**src/rtl/fb_pkg.sv**
```systemverilog
// Shared frame-buffer write-port definitions: geometry defaults, field widths,
// the pixel record and the scheduler state encoding.
package fb_pkg;

  localparam int unsigned FB_WIDTH_DEF  = 160;
  localparam int unsigned FB_HEIGHT_DEF = 120;
  localparam int unsigned COORD_W       = 8;
  localparam int unsigned COLOR_W       = 3;

  typedef struct packed {
    logic [COORD_W-1:0] x;
    logic [COORD_W-1:0] y;
    logic [COLOR_W-1:0] r;
    logic [COLOR_W-1:0] g;
    logic [COLOR_W-1:0] b;
  } fb_pixel_t;

  localparam logic [0:0] ARB   = 1'b0;
  localparam logic [0:0] CLEAR = 1'b1;

endpackage

```
**src/rtl/fb_clear_sweeper.sv**
```systemverilog
// Raster counters for the full-frame clear: x runs fastest, both wrap to 0
// after the last pixel so the next sweep starts clean.
module fb_clear_sweeper
  import fb_pkg::*;
#(
  parameter int unsigned Width  = FB_WIDTH_DEF,
  parameter int unsigned Height = FB_HEIGHT_DEF
) (
  input  logic               clk_i,
  input  logic               rst_i,
  input  logic               start_i,
  input  logic               advance_i,
  output logic [COORD_W-1:0] x_o,
  output logic [COORD_W-1:0] y_o,
  output logic               last_o
);

  logic [COORD_W-1:0] x_q, x_d;
  logic [COORD_W-1:0] y_q, y_d;
  logic               x_end, y_end;

  assign x_end  = (32'(x_q) == Width - 1);
  assign y_end  = (32'(y_q) == Height - 1);
  assign last_o = x_end && y_end;
  assign x_o    = x_q;
  assign y_o    = y_q;

  always_comb begin
    x_d = x_q;
    y_d = y_q;
    if (start_i) begin
      x_d = '0;
      y_d = '0;
    end else if (advance_i) begin
      if (x_end) begin
        x_d = '0;
        y_d = y_end ? '0 : y_q + 1'b1;
      end else begin
        x_d = x_q + 1'b1;
      end
    end
  end

  always_ff @(posedge clk_i) begin
    if (rst_i) begin
      x_q <= '0;
      y_q <= '0;
    end else begin
      x_q <= x_d;
      y_q <= y_d;
    end
  end

endmodule

```
**src/rtl/fb_write_scheduler.sv**
```systemverilog
// Round-robin arbiter for two pixel producers onto the frame-buffer write port,
// with a pre-empting full-frame clear sweep and an out-of-range drop counter.
module fb_write_scheduler
  import fb_pkg::*;
#(
  parameter int unsigned FB_WIDTH    = FB_WIDTH_DEF,
  parameter int unsigned FB_HEIGHT   = FB_HEIGHT_DEF,
  parameter logic [8:0]  CLEAR_COLOR = 9'h000
) (
  input  logic         clock,
  input  logic         reset,
  input  logic         clear_start,
  output logic         clear_busy,
  output logic         clear_done,
  input  logic         req0_valid,
  output logic         req0_ready,
  input  logic [7:0]   req0_x,
  input  logic [7:0]   req0_y,
  input  logic [2:0]   req0_r,
  input  logic [2:0]   req0_g,
  input  logic [2:0]   req0_b,
  input  logic         req1_valid,
  output logic         req1_ready,
  input  logic [7:0]   req1_x,
  input  logic [7:0]   req1_y,
  input  logic [2:0]   req1_r,
  input  logic [2:0]   req1_g,
  input  logic [2:0]   req1_b,
  output logic         out_we,
  output logic [7:0]   out_x,
  output logic [7:0]   out_y,
  output logic [2:0]   out_r,
  output logic [2:0]   out_g,
  output logic [2:0]   out_b,
  output logic [15:0]  oob_count
);

  logic [0:0]         state_q, state_d;
  logic               last_grant_q, last_grant_d;
  logic               out_we_q, out_we_d;
  fb_pixel_t          out_pix_q, out_pix_d;
  logic               done_q, done_d;
  logic [15:0]        oob_q, oob_d;

  logic               arb_ok, grant0, grant1, xfer, in_range, clear_go, sweeping;
  fb_pixel_t          pix0, pix1, sel_pix;
  logic [COORD_W-1:0] cx, cy;
  logic               c_last;

  assign pix0 = {req0_x, req0_y, req0_r, req0_g, req0_b};
  assign pix1 = {req1_x, req1_y, req1_r, req1_g, req1_b};

  // last_grant_q == 1 means req1 won the previous transfer, so req0 wins a tie.
  assign arb_ok   = (state_q == ARB) && !clear_start && !reset;
  assign grant0   = arb_ok && req0_valid && (!req1_valid || last_grant_q);
  assign grant1   = arb_ok && req1_valid && (!req0_valid || !last_grant_q);
  assign xfer     = grant0 || grant1;
  assign sel_pix  = grant0 ? pix0 : pix1;
  assign in_range = (32'(sel_pix.x) < FB_WIDTH) && (32'(sel_pix.y) < FB_HEIGHT);
  assign clear_go = (state_q == ARB) && clear_start;
  assign sweeping = (state_q == CLEAR);

  fb_clear_sweeper #(
    .Width  (FB_WIDTH),
    .Height (FB_HEIGHT)
  ) u_sweeper (
    .clk_i     (clock),
    .rst_i     (reset),
    .start_i   (clear_go),
    .advance_i (sweeping),
    .x_o       (cx),
    .y_o       (cy),
    .last_o    (c_last)
  );

  always_comb begin
    state_d      = state_q;
    last_grant_d = last_grant_q;
    out_we_d     = 1'b0;
    out_pix_d    = out_pix_q;
    done_d       = 1'b0;
    oob_d        = oob_q;
    if (sweeping) begin
      out_we_d  = 1'b1;
      out_pix_d = {cx, cy, CLEAR_COLOR};
      done_d    = c_last;
      if (c_last) state_d = ARB;
    end else if (clear_go) begin
      state_d = CLEAR;
    end else if (xfer) begin
      last_grant_d = grant1;
      if (in_range) begin
        out_we_d  = 1'b1;
        out_pix_d = sel_pix;
      end else if (oob_q != 16'hFFFF) begin
        oob_d = oob_q + 16'd1;
      end
    end
  end

  always_ff @(posedge clock) begin
    if (reset) begin
      state_q      <= ARB;
      last_grant_q <= 1'b1;
      out_we_q     <= 1'b0;
      out_pix_q    <= '0;
      done_q       <= 1'b0;
      oob_q        <= '0;
    end else begin
      state_q      <= state_d;
      last_grant_q <= last_grant_d;
      out_we_q     <= out_we_d;
      out_pix_q    <= out_pix_d;
      done_q       <= done_d;
      oob_q        <= oob_d;
    end
  end

  assign req0_ready = grant0;
  assign req1_ready = grant1;
  assign clear_busy = sweeping;
  assign clear_done = done_q;
  assign out_we     = out_we_q;
  assign out_x      = out_pix_q.x;
  assign out_y      = out_pix_q.y;
  assign out_r      = out_pix_q.r;
  assign out_g      = out_pix_q.g;
  assign out_b      = out_pix_q.b;
  assign oob_count  = oob_q;

endmodule

```
**config.mk**
```make
export PLATFORM = sky130hd
export DESIGN_NAME = fb_write_scheduler
export DESIGN_NICKNAME = d
export VERILOG_FILES = /design/src/rtl/fb_pkg.sv /design/src/rtl/fb_clear_sweeper.sv /design/src/rtl/fb_write_scheduler.sv
export SDC_FILE = /design/constraint.sdc
export NUM_CORES = 1
export LEC_CHECK = 0
export ABC_AREA = 0
export BUFFER_PORTS_ARGS = -buffer_cell sky130_fd_sc_hd__buf_2
export CAP_MARGIN = 20
export CORE_ASPECT_RATIO = 2
export CORE_MARGIN = 2
export CORE_UTILIZATION = 25
export CTS_CLUSTER_SIZE = 40
export DETAILED_ROUTE_END_ITERATION = 10
export HOLD_SLACK_MARGIN = 0.05
export PLACE_DENSITY = 0.5
export SLEW_MARGIN = 20
export SYNTH_ARGS = -nofsm -noshare
export SYNTH_HDL_FRONTEND = slang
export SYNTH_HIERARCHICAL = 1
export SYNTH_SLANG_ARGS = --single-unit
```
**constraint.sdc**
```tcl
create_clock -name clock -period 3 [get_ports clock]
set_input_delay 0.45 -clock clock [delete_from_list [all_inputs] [get_ports clock]]
set_output_delay 0.45 -clock clock [all_outputs]
set_load 0.02 [all_outputs]
```
=== After elaboration in Yosys (flattened, before gate mapping) ===
Cells that the tools add are included.

* Bits in registers: 61
* Input bits: 55
* Output and inout bits: 46
* Word-level logic and storage cells: 65

* Add/sub/neg operators: 3
* Order comparisons: 2
* Eq/ne operators: 4
* Muxes and demuxes: 14
* Bitwise logic cells: 3
* Reductions and logical operators: 27

{| class="wikitable"
|+ Operator list
! kind !! number
|-
| 25-bit two-way mux || 5
|-
| 16-bit by 1-bit adder with 16-bit output (second input constant) || 1
|-
| 8-bit by 1-bit adder with 8-bit output (second input constant) || 2
|-
| 8-bit two-way mux || 2
|-
| 16-bit inequality test (second input constant) || 1
|-
| 1-bit logical AND || 9
|-
| 3-bit AND reduction || 3
|-
| 8-bit by 7-bit equality test with 1-bit output (second input constant) || 1
|-
| 8-bit equality test (second input constant) || 1
|-
| 8-bit by 7-bit < comparator with 1-bit output (second input constant) || 1
|-
| 8-bit < comparator (second input constant) || 1
|-
| 1-bit two-way mux || 7
|-
| 2-bit OR reduction || 3
|-
| 1-bit logical NOT || 5
|-
| 5-bit AND reduction || 1
|-
| 2-bit nonzero test || 2
|-
| 1-bit logical OR || 3
|-
| 1-bit NOT || 3
|-
| 2-bit inequality test (second input constant) || 1
|-
| 2-bit AND reduction || 1
|}

=== Depth between registers and ports, before layout ===
Gate-level depths: netlist of run 1.

* Word-level depth: 12
* Depth in mapped cells: 10
* Gate-level depth less buffers: 7

=== Hierarchy ===
Netlist of run 1, hierarchy kept.

{| class="wikitable"
|+ By module, submodules not included
! module !! times used !! cells each !! area each (µm²) !! seq. area each (µm²)
|-
| fb_write_scheduler || 1 || 281 || 2195.9 || 900.9
|-
| fb_clear_sweeper || 1 || 92 || 793.3 || 320.3
|}

=== Least setup slack after synthesis of run 1 ===
Ideal clock, no wire load.

* Kind: in2reg
* From: input port clear_start
* To: register out_pix_q, in the netlist out_b[2]
* Arrival time: 2.689 ns
* Data required time: 2.909 ns
* Setup slack: 0.220 ns
* Cell stages on the path: 10
* Buffers on the path: 3
* Cell sequence: or3b_1 or3_1 buf_2 inv_6 mux2i_2 and2_1 clkbuf_1 clkbuf_1 nor2_1 a311oi_1

* Word-level cells in the longest chain between the ends: 9
* Elaborated cells between the ends (all ways): 15
* Those cells by class: order compare: 2; mux: 1; bitwise: 1; reduce/logical: 11

{| class="wikitable"
|+ Ends and longest elaborated chain
! item !! RTL line !! text
|-
| start, declared || fb_write_scheduler.sv:12 || <nowiki>input logic clear_start,</nowiki>
|-
| 1-bit logical NOT || fb_write_scheduler.sv:54 || <nowiki>assign arb_ok = (state_q == ARB) && !clear_start && !reset;</nowiki>
|-
| 1-bit logical AND (2 in a row) || fb_write_scheduler.sv:54 ||
|-
| 1-bit logical AND (2 in a row) || fb_write_scheduler.sv:55 || <nowiki>assign grant0 = arb_ok && req0_valid && (!req1_valid || last_grant_q);</nowiki>
|-
| 25-bit two-way mux || fb_write_scheduler.sv:58 || <nowiki>assign sel_pix = grant0 ? pix0 : pix1;</nowiki>
|-
| 8-bit < comparator or 8-bit by 7-bit < comparator with 1-bit output (tied branches) || fb_write_scheduler.sv:59 || <nowiki>assign in_range = (32'(sel_pix.x) < FB_WIDTH) && (32'(sel_pix.y) < FB_HEIGHT);</nowiki>
|-
| 1-bit logical AND || fb_write_scheduler.sv:59 ||
|-
| 3-bit AND reduction (no source line) || n/a ||
|-
| end signal, assigned || fb_write_scheduler.sv:113 || <nowiki>out_pix_q <= out_pix_d;</nowiki>
|-
| end, declared || fb_write_scheduler.sv:41 || <nowiki>fb_pixel_t out_pix_q, out_pix_d;</nowiki>
|}

Several ways; a longest one is shown, not always the timed one.
A chain may end at the register's enable or synchronous reset.

=== Worst setup path in the final report of run 1 ===
* From: register state_q (netlist: clear_busy)
* To: register oob_q[8] (netlist: oob_count[8])

* Word-level cells in the longest chain between the ends: 10
* Elaborated cells between the ends (all ways): 16
* Those cells by class: order compare: 2; mux: 1; bitwise: 3; reduce/logical: 10

{| class="wikitable"
|+ Ends and longest elaborated chain
! item !! RTL line !! text
|-
| start, declared || fb_write_scheduler.sv:38 || <nowiki>logic [0:0] state_q, state_d;</nowiki>
|-
| start signal, assigned || fb_write_scheduler.sv:110 || <nowiki>state_q <= state_d;</nowiki>
|-
| 1-bit NOT (no source line) * || n/a ||
|-
| 1-bit logical AND (2 in a row) || fb_write_scheduler.sv:54 ||
|-
| 1-bit logical AND (2 in a row) || fb_write_scheduler.sv:55 ||
|-
| 25-bit two-way mux || fb_write_scheduler.sv:58 ||
|-
| 8-bit < comparator or 8-bit by 7-bit < comparator with 1-bit output (tied branches) || fb_write_scheduler.sv:59 ||
|-
| 1-bit logical AND || fb_write_scheduler.sv:59 ||
|-
| 1-bit NOT (no source line) || n/a ||
|-
| 5-bit AND reduction (no source line) * || n/a ||
|-
| end signal, assigned || fb_write_scheduler.sv:115 || <nowiki>oob_q <= oob_d;</nowiki>
|-
| end, declared || fb_write_scheduler.sv:43 || <nowiki>logic [15:0] oob_q, oob_d;</nowiki>
|}

Every way passes the cells marked *; elsewhere a longest branch is shown, timed or not.

==> flow_metrics.tcl, run 1 <==
set metrics [dict create \
    run_status "finished, final reports clean" \
    hold_viol 0 \
    tritoncts "built" \
    yosysWarnings 6 \
    core_um2 11700 \
    timing.rr.end "oob_count[8]" \
    synthXorXnorAreaFrac 0.02930 \
    cts_max_path_buffers 2 \
    overflow 0 \
    cp-end-kind "flip-flop" \
    yosysTopAreaCell "dfxtp_1" \
    insertion_delay_ns 0.33 \
    synth_cells 373 \
    r2r_setup_slack_ns 0.43 \
    criticalPathCategory "flip-flop to flip-flop" \
    synth_mux_area_frac 0.02553 \
    tns_ns 0 \
    cts-resized-gates 0 \
    synth_top_area_frac 0.4085 \
    rows 56 \
    initial_core_util 0.2555 \
    r2r_start "clear_busy" \
    clk_pin_slew_worst_paths_ns 0.05 \
    cts.sink_count 61 \
    chipHeight_um 158.6 \
    antenna_found_initial 0 \
    ys_top_cells_by_area "dfxtp_1 (41%), nand2_1 (9.2%), a21oi_1 (5.0%)" \
    total_leakage_power_nw 1.632 \
    fmax_ghz 0.3885 \
    root_buffer "clkbuf_16" \
    min_from "req0_r[1]" \
    grt_pass1_vias 3075 \
    drc_errors 0 \
    drt-initial-drc-count 165 \
    synthAdderAreaFrac 0.01256 \
    post_cts_buffers 0 \
    ys_seq_area_frac 0.4085 \
    p_int_mw 1.554 \
    hp-class "primary input to flip-flop" \
    powerDensity_nw_per_um2 519.6 \
    syn-cell-area_um2 2989 \
    numCtsBuffers 9 \
    worstHoldPathCells 3 \
    vias 3109 \
    post-route-min-period_ns 2.574 \
    r2r_cells 7 \
    synth-simple-area-share 0.3098 \
    cp.required_ns 3.22 \
    gp_congestion 0.8201 \
    seq_power_share 0.406 \
    grt_max_degree 44 \
    critPathMaxFanout 8 \
    grt_pass1_wl_mm 15.45 \
    hpwl_mm 7.161 \
    p_comb_frac 0.084 \
    nNetsFinal 528 \
    irDropWorstVdd_mv 0.3393 \
    drt_pass1_iterations 4 \
    cts_hold_repair.buffers 0 \
    power_mw 2.040 \
    tightest_slew_ns 0.7319 \
    ios 101 \
    swShare 0.2383 \
    wl_per_cell_um 15.49 \
    min_to "out_r[1]" \
    crit_path_start_kind "flip-flop" \
    cp_data_arrival_time_ns 2.79 \
    rsz0062_at_grt "false" \
    synth_compound_area_frac 0.1796 \
    htreeDepth 3 \
    synth_ff_type "dfxtp_1" \
    avgSynthCellArea_um2 8.014 \
    maxCapViolCount 0 \
    die_w_um 81.32 \
    vias_per_cell 5.015 \
    synth-edff-count 0 \
    antennaDiodeCount 0 \
    fin_skew_ns 0.006598 \
    synth_top_family_by_area "simple AND/OR/NAND/NOR gates" \
    dieArea_um2 12900 \
    switching_power_mw 0.4862 \
    synth-async-reset-ratio 0 \
    synth_cell_types 51 \
    area_delta_synth_final_pct 31.35 \
    maxSlewHeadroom 0.5121 \
    period_share 0.8580 \
    ant_nets 0 \
    clockPowerShare 0.510 \
    ys_ff_latch 61 \
    syn_nets 431 \
    drt-total-wl_mm 9.604 \
    drive_gt1_frac 0.2800 \
    setup_violations 0 \
    track_usage 0.1584 \
    io_buffers 100 \
    slew_violations 0 \
]
-- kinds of logic after synthesis --
group                    count (synthesis)
AND/OR/NAND/NOR                        189
AO/OA/AOI/OAI                           81
flip-flops                              61
buffers and inverters                   22
XOR/XNOR                                10
multiplexers                             7
adder cells (fa/ha/maj)                  3
-- layout by cell type (no fill, tap or decap), drive strengths merged, types with 4 or more instances in the layout --
cell and n:
o22ai 7, clkbuf 11, nor2b 4, nand4 7
a21oi 30, a41oi 5, nand2 74, dfxtp 61
nor2 40, a22oi 15, buf 106, nor4 5
xor2 5, nor3 8, and3 10, and2 4
o31ai 4, or3 4, xnor2 5, a311oi 10
o21ai 5, or4 5, mux2i 5, nand3 13
-- cell usage after synthesis, types with 3 or more instances --
cell type / instances
a22oi_1: 15
nand2_1: 73
nor2b_1: 4
nor3_1: 8
nor4_1: 5
a41oi_1: 5
and2_1: 3
o31ai_1: 4
nand4_1: 7
dfxtp_1: 61
and3_1: 10
ha_1: 3
clkbuf_1: 15
nand2b_1: 3
o21ai_0: 5
xor2_1: 5
nor2_1: 40
nand3_1: 13
xnor2_1: 5
o22ai_1: 7
mux2i_1: 4
a21oi_1: 30
a311oi_1: 10
or4_1: 5
-- per-stage QoR --
stage | setup slack, ns | area (µm²) | hold WS (ns) | util | cells
after global placement | 0.1940 | 3625 | 0.4422 | 0.3098 | 604
after global routing | 0.2698 | 3926 | 0.3853 | 0.3355 | 620
after CTS | 0.4086 | 3926 | 0.3681 | 0.3355 | 620
after detailed placement | 0.1260 | 3625 | 0.4470 | 0.3098 | 604
after floorplan | 0.2202 | 2989 | 0.4575 | - | 373
final | 0.4259 | 3926 | 0.3811 | 0.3355 | 620
-- flip-flops by register name (all words and copies together), names as in the netlist --
register and cells:
out_b 3, out_g 3, u_sweeper/x_o 8, out_x 8, out_we 1, clear_busy 1
oob_count 16, out_r 3, u_sweeper/y_o 8, last_grant_q 1, out_y 8, clear_done 1
-- cell type report --
cell class	instances	area, µm²
sequential	61	1221
tap	145	181.4
clock inverter	5	58.81
multi-input combinational	290	1664
timing repair buffer	106	545.5
clock buffer	11	242.7
inverter	2	12.51
fill	1248	7775
-- worst max-delay path by stage --
| stage | start | to | slack (ns) |
|---|---|---|---|
| 3_3_place_gp | clear_start | oob_count[8] | 0.19 |
| 4_1_cts | clear_busy | oob_count[8] | 0.41 |
| 3_5_place_dp | clear_start | oob_count[8] | 0.13 |
| 2_1_floorplan | clear_start | out_b[2] | 0.22 |
| 6_report | clear_busy | oob_count[8] | 0.43 |
| 5_1_grt | clear_busy | oob_count[8] | 0.27 |
-- layer usage --
layer  vias to the layer above  routed length, µm  track usage
li1                       1549                  -            -
met1                      1479               3792       0.1706
met2                        74               5380       0.2892
met3                         7                298      0.03005
met4                         0                133      0.07183
met5                         -                  0            0
-- worst max-delay path, cell delays in order (launching register included) --
cell and delay, ns:
dfxtp_1 0.31, or3b_1 0.36, or3_1 0.43, inv_6 0.08
mux2i_2 0.13, nor3_1 0.57, and3_1 0.25, mux2_2 0.33
-- power by group through the flow --
stage | sequential, mW | clock, mW | combinational (mW)
after global placement | 0.846 | 0 | 0.171
after CTS | 0.828 | 1.07 | 0.173
final | 0.829 | 1.04 | 0.171
after floorplan | 0.855 | 0 | 0.0875
after detailed placement | 0.846 | 0 | 0.173
after global routing | 0.829 | 1.11 | 0.191
No activity file was read; power rests on OpenSTA's default activity.
==> run 2, diff against run 1 <==
Settings changed: MAX_ROUTING_LAYER from default to met4.
==> flow_metrics.tcl, run 2 (same netlist as run 1, synthesis figures left out) <==
set metrics [dict create \
    fin_skew_ns 0.006756 \
    grt_pass1_wl_mm 15.44 \
    vias_per_cell 5.032 \
    htreeDepth 3 \
    tightest_slew_ns 0.7435 \
    drt-initial-drc-count 163 \
    stdcell_count 620 \
    period_share 0.8577 \
    met2_usage 0.2908 \
    drt_pass1_iterations 4 \
    grt_pass1_vias 3089 \
    nNetsFinal 528 \
    criticalPathCategory "flip-flop to flip-flop" \
    powerDensity_nw_per_um2 519.0 \
    overflow 0 \
    final_common_cell "buf_2" \
    io_buffers 100 \
    total_leakage_power_nw 1.632 \
    maxCapViolCount 0 \
    ios 101 \
    hpwl_mm 7.161 \
    pre_cts_ws_ns 0.1260 \
    holdWs_ns 0.3820 \
    wl_per_cell_um 15.42 \
    run_status "finished, final reports clean" \
    slew_violations 0 \
    gp_congestion 0.8324 \
    ant_nets 0 \
    vias 3120 \
    cp.required_ns 3.22 \
    tns_ns 0 \
    cts-resized-gates 0 \
    rows 56 \
    chipHeight_um 158.6 \
    power_mw 2.038 \
    fmax_ghz 0.3886 \
    die_w_um 81.32 \
    post-route-min-period_ns 2.573 \
    grt_use_met1 0.1688 \
    busiest_layer "met2" \
    hp-class "primary input to flip-flop" \
    drt-total-wl_mm 9.563 \
    maxSlewHeadroom 0.5043 \
    drc_errors 0 \
    post_cts_buffers 0 \
    crit_path_start_kind "flip-flop" \
    cts_max_path_buffers 2 \
    antennaDiodeCount 0 \
    drive_gt1_frac 0.2800 \
    numCtsBuffers 9 \
    irDropWorstVdd_mv 0.3391 \
    track_usage 0.1621 \
    grt_max_degree 44 \
    fin_ws_ns 0.4268 \
    root_buffer "clkbuf_16" \
    antenna_found_initial 0 \
    placed_cells 604 \
    cp-end-kind "flip-flop" \
    setup_violations 0 \
    cts.sink_count 61 \
    tritoncts "built" \
    area_delta_synth_final_pct 31.35 \
    cts_hold_repair.buffers 0 \
    n_fill_cell 1248 \
    clk_pin_slew_worst_paths_ns 0.05 \
    cp_data_arrival_time_ns 2.79 \
    largest_register_ffs 16 \
    globalRouteMet3Util 0.02438 \
    core_um2 11700 \
    insertion_delay_ns 0.33 \
    dieArea_um2 12900 \
    critPathMaxFanout 8 \
    final_cell_mix "buf_2 (100), nand2_1 (73), dfxtp_1 (61)" \
    rsz0062_at_grt "false" \
    hold_viol 0 \
    initial_core_util 0.2555 \
]
## run 2: cell counts in the layout (fill, tap and decap cells not counted)
No cell type changed its count.
## run 2: per-layer routing
layer | routed length, µm | part of all wire
met5 | 0 | 0
met4 | 110 | 0.012
met3 | 325 | 0.034
met2 | 5434 | 0.57
met1 | 3692 | 0.39
## run 2: worst max-delay path, cell delays in order (launching register included)
cell     delay, ns
dfxtp_1       0.31
or3b_1        0.36
or3_1         0.43
inv_6         0.08
mux2i_2       0.13
nor3_1        0.57
and3_1        0.25
mux2_2        0.32
## run 2: path summary, 6_finish.rpt
kind,depth (start not counted),slack (ns),startpoint,end
setup reg to reg,7,0.43,clear_busy,oob_count[8]
setup / recovery,7,0.43,clear_busy,oob_count[8]
hold / removal,3,0.38,req0_r[1],out_r[1]
hold reg to reg,2,0.45,out_y[6],out_y[6]
## run 2: report_power, final
| part | switching [mW] | total (mW) | internal, mW |
|---|---|---|---|
| logic | 0.104 | 0.170 | 0.0664 |
| registers | 0.00748 | 0.829 | 0.821 |
| clock network | 0.373 | 1.04 | 0.666 |
## run 2: through the flow
| stage | instance area, µm² | utilization |
|---|---|---|
| 2_1_floorplan | 2989 | - |
| 3_3_place_gp | 3625 | 0.3098 |
| 3_5_place_dp | 3625 | 0.3098 |
| 4_1_cts | 3926 | 0.3355 |
| 5_1_grt | 3926 | 0.3355 |
| 6_report | 3926 | 0.3355 |
## run 2: layout make-up
| cell class | count | area [µm²] | area share |
|---|---|---|---|
| multi-input cells | 290 | 1664 | 0.4238 |
| flip-flops and latches | 61 | 1221 | 0.3110 |
| repair buffers | 106 | 545.5 | 0.1389 |
| clock buffers | 11 | 242.7 | 0.06182 |
| well taps | 145 | 181.4 | 0.04621 |
| clock inverters | 5 | 58.81 | 0.01498 |
| inverters | 2 | 12.51 | 0.003187 |
==> run 3, diff against run 2 <==
Settings changed: CORE_UTILIZATION 25 to 35, PLACE_DENSITY 0.5 to 0.64.
==> flow_metrics.tcl, run 3 (same netlist as run 1, synthesis figures left out) <==
set metrics [dict create \
    rows 47 \
    seqCellArea_um2 1221 \
    grt_max_degree 44 \
    die_w_um 69.35 \
    critPathMaxFanout 6 \
    tightest_slew_ns 0.7457 \
    track_usage 0.2040 \
    antenna_found_initial 0 \
    multi_input_area_um2 1664 \
    grt_pass1_wl_mm 14.65 \
    drt_pass1_iterations 4 \
    r2r_setup_slack_ns 0.39 \
    core_um2 8292 \
    dieArea_um2 9340 \
    crit_path_start_kind "flip-flop" \
    cts-resized-gates 0 \
    largest_register_ffs 16 \
    drt-initial-drc-count 158 \
    fmax_ghz 0.3828 \
    crit_path_cell_trace "or3b_1 -> or3_1 -> inv_6 -> mux2i_2 -> nor3_1 -> and3_1 -> mux2_2" \
    cp_slowest_cell "nor3_1" \
    powerDensity_nw_per_um2 519.2 \
    rsz0062_at_grt "false" \
    clk_pin_slew_worst_paths_ns 0.05 \
    post-route-min-period_ns 2.612 \
    endpoint "oob_count[8]" \
    irDropWorstVdd_mv 0.3067 \
    drt-total-wl_mm 9.354 \
    nNetsFinal 529 \
    ant_nets 0 \
    setup_violations 0 \
    insertion_delay_ns 0.33 \
    total_leakage_power_nw 1.638 \
    timing.rr.end "oob_count[8]" \
    r2r_cells 7 \
    placed_cells 558 \
    period_share 0.8707 \
    tns_ns 0 \
    run_status "finished, final reports clean" \
    cp.required_ns 3.22 \
    slowest_delay_ns 0.63 \
    cts_max_path_buffers 2 \
    antennaDiodeCount 0 \
    initial_core_util 0.3605 \
    grt_pass1_vias 3035 \
    ios 101 \
    hpwl_mm 6.859 \
    gp_congestion 0.8624 \
    drc_errors 0 \
    drive_gt1_frac 0.2773 \
    chipHeight_um 134.7 \
    io_buffers 100 \
    cts.sink_count 61 \
    slew_violations 0 \
    cp-end-kind "flip-flop" \
    criticalPathCategory "flip-flop to flip-flop" \
    area_delta_synth_final_pct 29.30 \
    htreeDepth 3 \
    crit_start "clear_busy" \
    vias 3182 \
    tritoncts "built" \
    final_cell_mix "buf_2 (100), nand2_1 (73), dfxtp_1 (61)" \
    maxCapViolCount 0 \
    hp-class "primary input to flip-flop" \
    hold_viol 0 \
    root_buffer "clkbuf_16" \
    stdcell_count 574 \
    maxSlewHeadroom 0.4991 \
    r2r_start "clear_busy" \
    vias_per_cell 5.544 \
    final_common_cell "buf_2" \
    fin_skew_ns 0.006245 \
    numCtsBuffers 9 \
    n_fill_cell 847 \
    cp_data_arrival_time_ns 2.83 \
    wl_per_cell_um 16.30 \
    post_cts_buffers 0 \
    overflow 0 \
    cts_hold_repair.buffers 0 \
]
==> run 3: area by class of cell <==
cell class	instances	share of cell area
Multi-Input combinational cell	290	0.4306
Sequential cell	61	0.3160
Timing Repair Buffer	107	0.1431
Clock buffer	16	0.07543
Tap cell	98	0.03173
Inverter	2	0.003237
==> run 3: metal layers <==
layer,vias up,global-route usage,share of wire
met5,-,-,0
met4,0,0.09913,0.025
met3,20,0.03209,0.040
met2,92,0.3793,0.56
met1,1520,0.2032,0.37
li1,1550,-,-
==> run 3: how the worst min path moves through the flow <==
stage               slack (ns)          from      endpoint  cells after the start
floorplan                 0.46  last_grant_q  last_grant_q                      1
global placement          0.44      out_y[6]      out_y[6]                      2
detailed placement        0.45      out_y[6]      out_y[6]                      2
CTS                       0.38     req0_b[2]      out_b[2]                      3
global route              0.39     req0_b[2]      out_b[2]                      3
finish                    0.38     req0_r[0]      out_r[0]                      3
==> run 3: metrics by stage <==
| stage | worst slack (ns) | total power [mW] | hold WS (ns) | area (µm²) | util |
|---|---|---|---|---|---|
| detailed placement | 0.1244 | 1.021 | 0.4468 | 3573 | 0.4310 |
| global placement | 0.2020 | 1.018 | 0.4426 | 3573 | 0.4310 |
| finish | 0.3878 | 2.007 | 0.3787 | 3865 | 0.4661 |
| CTS | 0.4012 | 2.022 | 0.3770 | 3865 | 0.4661 |
| global route | 0.2523 | 2.077 | 0.3923 | 3865 | 0.4661 |
| floorplan | 0.2202 | 0.9429 | 0.4575 | 2989 | - |
==> run 3: report_power, final <==
part | internal [mW] | switching, mW | leakage (nW)
combinational | 0.0677 | 0.107 | 1.00
clock | 0.650 | 0.353 | 0.143
sequential | 0.822 | 0.00721 | 0.493
total | 1.54 | 0.467 | 1.64
==> run 3: critical path, delay by kind of cell, from the launching register on <==
family	cells	cell delay (ns)
and+or+nand+nor	4	1.68
muxes	2	0.42
DFF	1	0.32
buffers and inverters	1	0.08
